`src/rtl/camera_ahb_pkg.sv`:
```
// Shared constants and helpers for the camera AHB-Lite arbiter.
// Holds the HTRANS/HBURST encodings, the master-count ceiling and a
// one-hot to index helper used by the arbiter top.
package camera_ahb_pkg;

  localparam int MAX_MST = 4;

  localparam logic [1:0] TRN_IDLE   = 2'b00;
  localparam logic [1:0] TRN_BUSY   = 2'b01;
  localparam logic [1:0] TRN_NONSEQ = 2'b10;
  localparam logic [1:0] TRN_SEQ    = 2'b11;

  localparam logic [2:0] BST_SINGLE = 3'b000;
  localparam logic [2:0] BST_INCR   = 3'b001;
  localparam logic [2:0] BST_INCR4  = 3'b011;

  // Burst classes the arbiter cares about; unknown HBURST codes fold into INCR.
  typedef enum logic [1:0] {
    BK_SINGLE = 2'd0,
    BK_INCR   = 2'd1,
    BK_INCR4  = 2'd2
  } burstKind_e;

  function automatic burstKind_e classifyBurst(input logic [2:0] hburst);
    burstKind_e kind;
    case (hburst)
      BST_SINGLE: kind = BK_SINGLE;
      BST_INCR4:  kind = BK_INCR4;
      BST_INCR:   kind = BK_INCR;
      default:    kind = BK_INCR;
    endcase
    return kind;
  endfunction

  function automatic logic [1:0] oneHotIdx(input logic [MAX_MST-1:0] vec);
    logic [1:0] idx;
    idx = '0;
    for (int i = 0; i < MAX_MST; i++) begin
      if (vec[i]) idx = 2'(i);
    end
    return idx;
  endfunction

endpackage

```
`src/rtl/camera_arb_pick.sv`:
```
// Combinational winner selection for the camera AHB arbiter.
// Build option CAMERA_ARB_RR_EN: round-robin starting after the last
// winner (ptr); otherwise fixed priority with the lowest index winning.
import camera_ahb_pkg::*;

module camera_arb_pick #(
  parameter int NUM_MST = 3
) (
  input  logic [NUM_MST-1:0] req,
  input  logic [1:0]         ptr,
  output logic [NUM_MST-1:0] winner,
  output logic [1:0]         winIdx
);

  logic found;

`ifdef CAMERA_ARB_RR_EN
  logic [MAX_MST-1:0] reqPad;
  logic [2:0]         startIdx;
  logic [2:0]         cand;

  assign reqPad   = MAX_MST'(req);
  assign startIdx = (ptr >= 2'(NUM_MST - 1)) ? 3'd0 : ({1'b0, ptr} + 3'd1);

  // Walk the masters once, starting just after the previous winner, wrapping at NUM_MST.
  always_comb begin
    winner = '0;
    winIdx = '0;
    found  = 1'b0;
    cand   = '0;
    for (int i = 0; i < NUM_MST; i++) begin
      cand = startIdx + 3'(i);
      if (cand >= 3'(NUM_MST)) cand = cand - 3'(NUM_MST);
      if (!found && reqPad[cand[1:0]]) begin
        found               = 1'b1;
        winIdx              = cand[1:0];
        winner[cand[1:0]]   = 1'b1;
      end
    end
  end
`else
  logic unusedPtr;
  assign unusedPtr = ^ptr;

  // Lowest requesting index wins; the camera sits at index 0.
  always_comb begin
    winner = '0;
    winIdx = '0;
    found  = 1'b0;
    for (int i = 0; i < NUM_MST; i++) begin
      if (!found && req[i]) begin
        found     = 1'b1;
        winIdx    = 2'(i);
        winner[i] = 1'b1;
      end
    end
  end
`endif

endmodule

```
`src/rtl/camera_ahb_arbiter.sv`:
```
// AHB-Lite arbiter for the camera subsystem (camera, CPU, optional DMA/eMMC).
// Re-arbitrates only at burst-safe points so INCR4 frame-store bursts stay whole;
// honours locked transfers. Build option CAMERA_ARB_RR_EN selects round-robin.
import camera_ahb_pkg::*;

module camera_ahb_arbiter #(
  parameter int NUM_MST = 3,
  parameter int DEF_MST = 0
) (
  input  logic               HCLK,
  input  logic               HReset_N,
  input  logic [NUM_MST-1:0] HBUSREQ,
  input  logic [NUM_MST-1:0] HLOCK,
  input  logic [1:0]         HTRANS,
  input  logic [2:0]         HBURST,
  input  logic               HREADY,
  output logic [NUM_MST-1:0] HGRANT,
  output logic [1:0]         HMASTER,
  output logic [1:0]         HMASTER_D,
  output logic               HMASTLOCK
);

  localparam logic [NUM_MST-1:0] DEF_GRANT = NUM_MST'(1 << DEF_MST);
  localparam logic [1:0]         DEF_IDX   = 2'(DEF_MST);

  logic [NUM_MST-1:0] r_Grant;
  logic [1:0]         r_HMASTER;
  logic [1:0]         r_HMASTER_D;
  logic [1:0]         r_BeatCnt;
  logic               r_Lock;
  logic [1:0]         r_Ptr;

  logic [MAX_MST-1:0] reqPad;
  logic [MAX_MST-1:0] lockPad;
  logic [MAX_MST-1:0] grantPad;
  logic [1:0]         grantIdx;
  logic               lockHold;
  logic               anyReq;
  logic               arbPoint;
  logic               arbOk;
  logic [NUM_MST-1:0] pickGrant;
  logic [1:0]         pickIdx;
  burstKind_e         burstKind;

  assign reqPad    = MAX_MST'(HBUSREQ);
  assign lockPad   = MAX_MST'(HLOCK);
  assign grantPad  = MAX_MST'(r_Grant);
  assign grantIdx  = oneHotIdx(grantPad);
  assign lockHold  = lockPad[r_HMASTER] & reqPad[r_HMASTER];
  assign anyReq    = |HBUSREQ;
  assign burstKind = classifyBurst(HBURST);

  // Decide whether the transfer on the bus is a point where ownership may change.
  always_comb begin
    arbPoint = 1'b0;
    if (HTRANS == TRN_IDLE) begin
      arbPoint = 1'b1;
    end else begin
      case (burstKind)
        BK_SINGLE: arbPoint = (HTRANS == TRN_NONSEQ);
        BK_INCR:   arbPoint = (HTRANS == TRN_NONSEQ) || (HTRANS == TRN_SEQ);
        BK_INCR4:  arbPoint = (HTRANS == TRN_SEQ) && (r_BeatCnt == 2'd2);
        default:   arbPoint = 1'b0;
      endcase
    end
  end

  assign arbOk = HREADY & arbPoint & ~lockHold;

  camera_arb_pick #(
    .NUM_MST (NUM_MST)
  ) uPick (
    .req    (HBUSREQ),
    .ptr    (r_Ptr),
    .winner (pickGrant),
    .winIdx (pickIdx)
  );

  // Track the beat position of the current burst; wait states freeze it.
  always_ff @(posedge HCLK or negedge HReset_N) begin
    if (!HReset_N) begin
      r_BeatCnt <= 2'd0;
    end else if (HREADY) begin
      case (HTRANS)
        TRN_IDLE:   r_BeatCnt <= 2'd0;
        TRN_BUSY:   r_BeatCnt <= r_BeatCnt;
        TRN_NONSEQ: r_BeatCnt <= 2'd1;
        TRN_SEQ:    if (r_BeatCnt != 2'd3) r_BeatCnt <= r_BeatCnt + 2'd1;
      endcase
    end
  end

  // Load a new grant at safe points; the pointer only matters in round-robin builds.
  always_ff @(posedge HCLK or negedge HReset_N) begin
    if (!HReset_N) begin
      r_Grant <= DEF_GRANT;
      r_Ptr   <= DEF_IDX;
    end else if (arbOk) begin
      if (anyReq) begin
        r_Grant <= pickGrant;
        r_Ptr   <= pickIdx;
      end else begin
        r_Grant <= DEF_GRANT;
      end
    end
  end

  // Advance address-phase and data-phase ownership on every completed transfer.
  always_ff @(posedge HCLK or negedge HReset_N) begin
    if (!HReset_N) begin
      r_HMASTER   <= DEF_IDX;
      r_HMASTER_D <= DEF_IDX;
      r_Lock      <= 1'b0;
    end else if (HREADY) begin
      r_HMASTER   <= grantIdx;
      r_HMASTER_D <= r_HMASTER;
      r_Lock      <= lockPad[grantIdx];
    end
  end

  assign HGRANT    = r_Grant;
  assign HMASTER   = r_HMASTER;
  assign HMASTER_D = r_HMASTER_D;
  assign HMASTLOCK = r_Lock;

endmodule

```
`config.mk`:
```
export PLATFORM = sky130hd
export DESIGN_NAME = camera_ahb_arbiter
export DESIGN_NICKNAME = d
export VERILOG_FILES = /design/src/rtl/camera_ahb_pkg.sv /design/src/rtl/camera_arb_pick.sv /design/src/rtl/camera_ahb_arbiter.sv
export SDC_FILE = /design/constraint.sdc
export NUM_CORES = 1
export LEC_CHECK = 0
export BUFFER_PORTS_ARGS = -buffer_cell sky130_fd_sc_hd__buf_4
export CELL_PAD_IN_SITES_DETAIL_PLACEMENT = 2
export CELL_PAD_IN_SITES_GLOBAL_PLACEMENT = 2
export CORE_ASPECT_RATIO = 1.2
export CORE_UTILIZATION = 27
export CTS_BUF_LIST = sky130_fd_sc_hd__clkbuf_8
export CTS_CLUSTER_DIAMETER = 120
export DETAILED_ROUTE_END_ITERATION = 10
export GPL_TIMING_DRIVEN = 0
export PLACE_DENSITY_LB_ADDON = 0.05
export SYNTH_ARGS = -nofsm -noshare
export SYNTH_HDL_FRONTEND = slang
export SYNTH_SLANG_ARGS = --single-unit
```
`constraint.sdc`:
```
create_clock -name HCLK -period 1.9 [get_ports HCLK]
set_clock_uncertainty 0.2 [all_clocks]
set_input_delay 0.19 -clock HCLK [delete_from_list [all_inputs] [get_ports HCLK]]
set_output_delay 0.19 -clock HCLK [all_outputs]
set_load 0.01 [all_outputs]
```
==> flow_metrics.env, run 1 <==
export IMPL_first_iter_violations=6
export IMPL_powerDensity_nw_per_um2=974
export IMPL_synth_area_mux_share_pct=17.4
export IMPL_gr_total_overflow=0
export IMPL_synth_top_family_by_area="multiplexers"
export IMPL_cts_num_sinks=10
export IMPL_r2r_cells=5
export IMPL_place_area_um2=749
export IMPL_peakVddDrop_uv=417
export IMPL_slew_limit_headroom_pct=87.8
export IMPL_grt_pass1_vias=511
export IMPL_critPathCaptureType="flip-flop"
export IMPL_wl_per_cell_um=15.8
export IMPL_status="finished clean"
export IMPL_die_w_um=44.1
export IMPL_initial_core_util_pct=30.1
export IMPL_n_fill_cell=212
export IMPL_post_route_cells_drive_above_1_share_pct=50.0
export IMPL_synthDominantCellAreaShare_pct=39.1
export IMPL_crit_slowest_cell="or4_4"
export IMPL_synth_cell_types=26
export IMPL_ioPinCount=22
export IMPL_cp_max_fo=4
export IMPL_antenna_cells=0
export IMPL_path_depth=5
export IMPL_critPathKind="flip-flop to flip-flop"
export IMPL_cp_startpoint="r_BeatCnt[0]"
export IMPL_drc=0
export IMPL_core_area_um2=1910
export IMPL_synthTopCellsByCount="dfrtp_1 (9), mux2_2 (4), o21ai_0 (4)"
export IMPL_synth_edff_count=0
export IMPL_period_needed_ps=1830
export IMPL_setup_tns_ps=0
export IMPL_yosysMostFrequentCell="dfrtp_1"
export IMPL_synth_nets=66
export IMPL_num_rows=17
export IMPL_fin_nets=93
export IMPL_cts_resized=0
export IMPL_final_area_um2=822
export IMPL_syn_area_per_cell_um2=11.5
export IMPL_worst_slew_pin_slew_ps=183
export IMPL_r2r_end="HGRANT[1]"
export IMPL_antenna_left=0
export IMPL_worstPathArrival_ps=1760
export IMPL_rsz0062_at_grt="no"
export IMPL_h_tree_depth=1
export IMPL_path_cells="inv_1 > ha_1 > a21oi_1 > or4_4 > mux2_4"
export IMPL_setup_violations=0
export IMPL_clk_pin_slew_ps=50
export IMPL_post_synth_instance_area_um2=576
export IMPL_cts_root_buf="clkbuf_8"
export IMPL_leakage_uw=0.000410
export IMPL_max_stage_delay_ps=520
export IMPL_ys_ff_latch=10
export IMPL_required_ps=1820
export IMPL_synthCells=50
export IMPL_path_buf_inv=1
export IMPL_slew_violations=0
export IMPL_grtUsageTotal_pct=15.3
export IMPL_synthAdderAreaFrac_pct=4.35
export IMPL_wl_um=1500
export IMPL_clockBufferDepth=2
export IMPL_synthSimpleGateAreaFrac_pct=12.8
export IMPL_synth_xor_area_share_pct=0
export IMPL_hold_viol=0
export IMPL_firstDrtPassIters=5
export IMPL_vias=493
export IMPL_synth_area_leaders="dfrtp_1 (39%), mux2_2 (7.8%), mux2_4 (7.8%), dfstp_2 (4.6%), ha_1 (4.3%)"
export IMPL_critical_path_top_delay_family="simple AND/OR/NAND/NOR gates"
export IMPL_fin_crit_sh_pct=96.4
export IMPL_power_uw=800
export IMPL_antenna_found_initial=0
export IMPL_die_area_um2=2320
export IMPL_synthArstFlopShare_pct=100
export IMPL_hold_path_class="primary input to flip-flop"
export IMPL_synth_area_leader_cell="dfrtp_1"
export IMPL_yosys_most_used_dff="dfrtp_1"
export IMPL_port_buffers=20
export IMPL_drv_cap=0
export IMPL_fin_util_pct=42.9
export IMPL_timing_fmax_ghz=0.546
export IMPL_cts_tree="done"
export IMPL_yosysSeqAreaShare_pct=43.7
export IMPL_syn2layout_area_growth_pct=42.8
export IMPL_ys_warn_count=0
export IMPL_clock_latency_ps=240
export IMPL_synth_compound_area_share_pct=15.4
export IMPL_die_y_um=52.6
export IMPL_cts_inserted_buffers=3
export IMPL_endpoint="HGRANT[1]"
export IMPL_viasPerCell=5.19
export IMPL_r2r_setup_slack_ps=70
export IMPL_cp_start_kind="flip-flop"
export IMPL_grt_pass1_wl_um=2490
export IMPL_place_congestion=0.638
export IMPL_grt_max_degree=11
export IMPL_reg2reg_from="r_BeatCnt[0]"
## sequential cells by signal, summed over array words and instances, names as in the netlist
signal     flops
HMASTLOCK      1
HMASTER        2
HGRANT         3
r_BeatCnt      2
HMASTER_D      2
## how the worst min path moves through the flow
stage	start	endpoint	slack, ps	cells past startpoint
after CTS	HREADY	HMASTER[0]	7	2
final	HTRANS[1]	r_BeatCnt[0]	7	2
after global placement	HReset_N	HGRANT[1]	-170	1
after floorplan	HReset_N	HGRANT[1]	-310	0
after detailed placement	HReset_N	HGRANT[1]	-170	1
after global routing	HREADY	HMASTER[0]	20	2
## power by group
part           internal, µW  leakage (µW)  switching, µW
Clock                   183     0.0000288           91.3
Combinational           138      0.000254           86.0
Sequential              261      0.000127           41.2
## timing repair
action,CTS,global route
buffers inserted,0,1
endpoints found under the setup margin,0,2
hold endpoints to repair,10,0
hold buffers,1,0
## area by class of cell
class,count,area (µm²),share of cell area [%]
multi-input combinational,34,288,35.0
timing repair buffer,22,168,20.4
buffer,2,18.8,2.28
clock buffer,4,55.1,6.70
sequential,10,251,30.6
tap,19,23.8,2.89
inverter,4,17.5,2.13
## per-layer routing
| metal | part of all wire [%] | up-vias | track usage [%] |
|---|---|---|---|
| li1 | - | 232 | - |
| met1 | 46 | 238 | 20.4 |
| met2 | 47 | 18 | 22.8 |
| met3 | 5.1 | 5 | 3.79 |
| met4 | 2.1 | 0 | 7.58 |
| met5 | 0 | - | 0 |
## through the flow
stage | hold WS (ps) | cells | setup slack (ps)
2_1_floorplan | -306 | 50 | 130
3_3_place_gp | -168 | 89 | 67.5
6_report | 6.90 | 95 | 68.7
5_1_grt | 19.9 | 95 | 1.38
3_5_place_dp | -166 | 89 | 62.9
4_1_cts | 7.30 | 94 | 42.4
## kinds of logic (layout without fill, tap and decap cells)
group | count (synthesis) | in the layout
simple gates | 11 | 11
buf+inv | 6 | 32
mux | 8 | 8
flops | 10 | 10
compound gates | 13 | 13
fa+ha+maj | 2 | 2
## placed cells by master (no fill, tap or decap)
cell type      count
dfrtp_1            9
buf_6              1
mux2i_1            1
nand3b_1           2
inv_4              1
o2bb2ai_1          1
nand4b_1           1
o31a_2             1
nand2_1            2
or3_1              1
mux2_2             4
o21bai_1           1
inv_1              3
dfstp_2            1
buf_4             22
dlygate4sd3_1      1
o21ai_0            4
nor2b_1            1
or4_4              1
a21oi_1            3
a41o_1             1
a22o_1             2
nand2b_1           1
clkbuf_8           4
nand3_1            1
nor3b_1            1
ha_1               2
mux2_4             3
No activity file was read; power rests on OpenSTA's default activity.
==> run 2: changes to the inputs <==
- CORE_UTILIZATION: 27 -> 25
- CTS_BUF_LIST: sky130_fd_sc_hd__clkbuf_8 -> sky130_fd_sc_hd__clkbuf_8 sky130_fd_sc_hd__clkbuf_16
==> flow_metrics.env, run 2 (same netlist as run 1, synthesis figures left out) <==
export IMPL_status="finished clean"
export IMPL_antenna_found_initial=0
export IMPL_dpl_hpwl_um=1170
export IMPL_h_tree_depth=1
export IMPL_slew_limit_headroom_pct=87.1
export IMPL_drv_cap=0
export IMPL_path_cells="a41o_1 > or4_4 > mux2_4"
export IMPL_setup_tns_ps=0
export IMPL_comb_power_share_pct=29.2
export IMPL_preCtsSetupSlack_ps=44.3
export IMPL_largest_reg_flops=3
export IMPL_switchingPower_uw=217
export IMPL_leakage_uw=0.000414
export IMPL_viasPerCell=4.56
export IMPL_setup_violations=0
export IMPL_cts_num_sinks=10
export IMPL_required_ps=1820
export IMPL_r2r_cells=3
export IMPL_place_congestion=0.668
export IMPL_worst_slack_ps=67.7
export IMPL_r2r_end="HGRANT[1]"
export IMPL_antenna_cells=0
export IMPL_hold_path_depth=2
export IMPL_period_needed_ps=1830
export IMPL_r2r_setup_slack_ps=70
export IMPL_drc=0
export IMPL_peakVddDrop_uv=332
export IMPL_syn2layout_area_growth_pct=46.7
export IMPL_timing_fmax_ghz=0.546
export IMPL_clockBufferDepth=2
export IMPL_p_int_uw=588
export IMPL_worst_slew_pin_slew_ps=194
export IMPL_grt_max_degree=11
export IMPL_firstDrtPassIters=2
export IMPL_grt_pass1_wl_um=2390
export IMPL_worstPathArrival_ps=1750
export IMPL_layout_commonest_cell="buf_4"
export IMPL_grt_pass1_vias=502
export IMPL_cts_inserted_buffers=3
export IMPL_final_cell_mix="buf_4 (23), dfrtp_1 (8), mux2_2 (4), o21ai_0 (4), clkbuf_8 (4)"
export IMPL_antenna_left=0
export IMPL_fin_crit_sh_pct=96.4
export IMPL_core_area_um2=2120
export IMPL_crit_slowest_cell="or4_4"
export IMPL_first_iter_violations=1
export IMPL_reg2reg_from="HMASTER[1]"
export IMPL_slew_violations=0
export IMPL_cp_max_fo=5
export IMPL_die_w_um=45.8
export IMPL_gr_total_overflow=0
export IMPL_clk_pin_slew_ps=50
export IMPL_fin_nets=94
export IMPL_cts_tree="done"
export IMPL_swShare_pct=26.9
export IMPL_hold_end="r_BeatCnt[0]"
export IMPL_vias=488
export IMPL_port_buffers=20
export IMPL_initial_core_util_pct=27.2
export IMPL_powerDensity_nw_per_um2=953
export IMPL_wl_per_cell_um=14.3
export IMPL_rsz0062_at_grt="no"
export IMPL_num_rows=18
export IMPL_cts_root_buf="clkbuf_8"
export IMPL_clock_latency_ps=230
export IMPL_min_from="HTRANS[1]"
export IMPL_cp_start_kind="flip-flop"
export IMPL_critPathCaptureType="flip-flop"
export IMPL_wl_um=1530
export IMPL_hold_path_class="primary input to flip-flop"
export IMPL_cp_startpoint="HMASTER[1]"
export IMPL_critPathKind="flip-flop to flip-flop"
export IMPL_grtUsageTotal_pct=14.1
export IMPL_hold_viol=0
export IMPL_die_y_um=54.6
export IMPL_pwr_share_clk_pct=33.0
export IMPL_die_area_um2=2500
export IMPL_post_route_cells_drive_above_1_share_pct=51.9
export IMPL_ioPinCount=22
export IMPL_seq_power_share_pct=37.7
export IMPL_max_stage_delay_ps=520
[run 2: changes by cell type in the layout (fill, tap and decap cells not counted), sizes merged]
| cell | before | now |
|---|---|---|
| buf | 23 | 24 |
[run 2: worst max-delay path: cells and delay by family, from the launching register on]
family / cells / cell delay [ps]
AO/OA/AOI/OAI: 1 / 260
AND/OR/NAND/NOR: 1 / 520
flip-flops: 1 / 430
multiplexers: 1 / 310
[run 2: how the worst max path moves through the flow]
stage | endpoint | slack (ps) | depth (start not counted)
6_report | HGRANT[1] | 70 | 3
5_1_grt | HGRANT[1] | 10 | 3
4_1_cts | HGRANT[1] | 30 | 5
3_5_place_dp | HGRANT[1] | 40 | 5
3_3_place_gp | HGRANT[2] | 60 | 5
2_1_floorplan | HGRANT[1] | 130 | 5
[run 2: layout make-up]
type,instances,area (µm²)
well taps,30,37.5
plain buffers,2,18.8
clock buffers,4,55.1
flip-flops and latches,10,253
repair buffers,23,175
inverters,4,17.5
multi-input cells,34,288
fillers,256,1270
[run 2: per-layer routing]
layer	vias up	part of all wire, %	routed length [µm]	global-route usage (%)
li1	238	-	-	-
met1	233	46	708	17.5
met2	17	49	747	23.3
met3	0	5.1	78	2.97
met4	0	0	0	5.88
met5	-	0	0	0
[run 2: power by group through the flow]
stage	Combinational, µW	Sequential [µW]	Clock, µW
after floorplan	105	312	0
after global placement	215	308	0
after detailed placement	222	311	0
after CTS	225	307	278
after global routing	257	310	287
final	235	304	266
[run 2: through the flow]
step                      utilization [%]  total power (µW)  cell area, µm²  std cells  hold slack [ps]
after floorplan                         -               417             576         50             -306
after global placement               36.1               523             763        100             -170
after detailed placement             36.1               533             763        100             -166
after CTS                            39.1               810             828        105             21.1
after global routing                 39.9               855             845        107             20.1
final                                39.9               805             845        107             20.4
[run 2: repair_timing]
item,4_1_cts,5_1_grt
hold endpoints to repair,10,0
gates resized for setup,0,1
endpoints found under the setup margin,0,3
hold buffers,1,0
buffers inserted,0,2
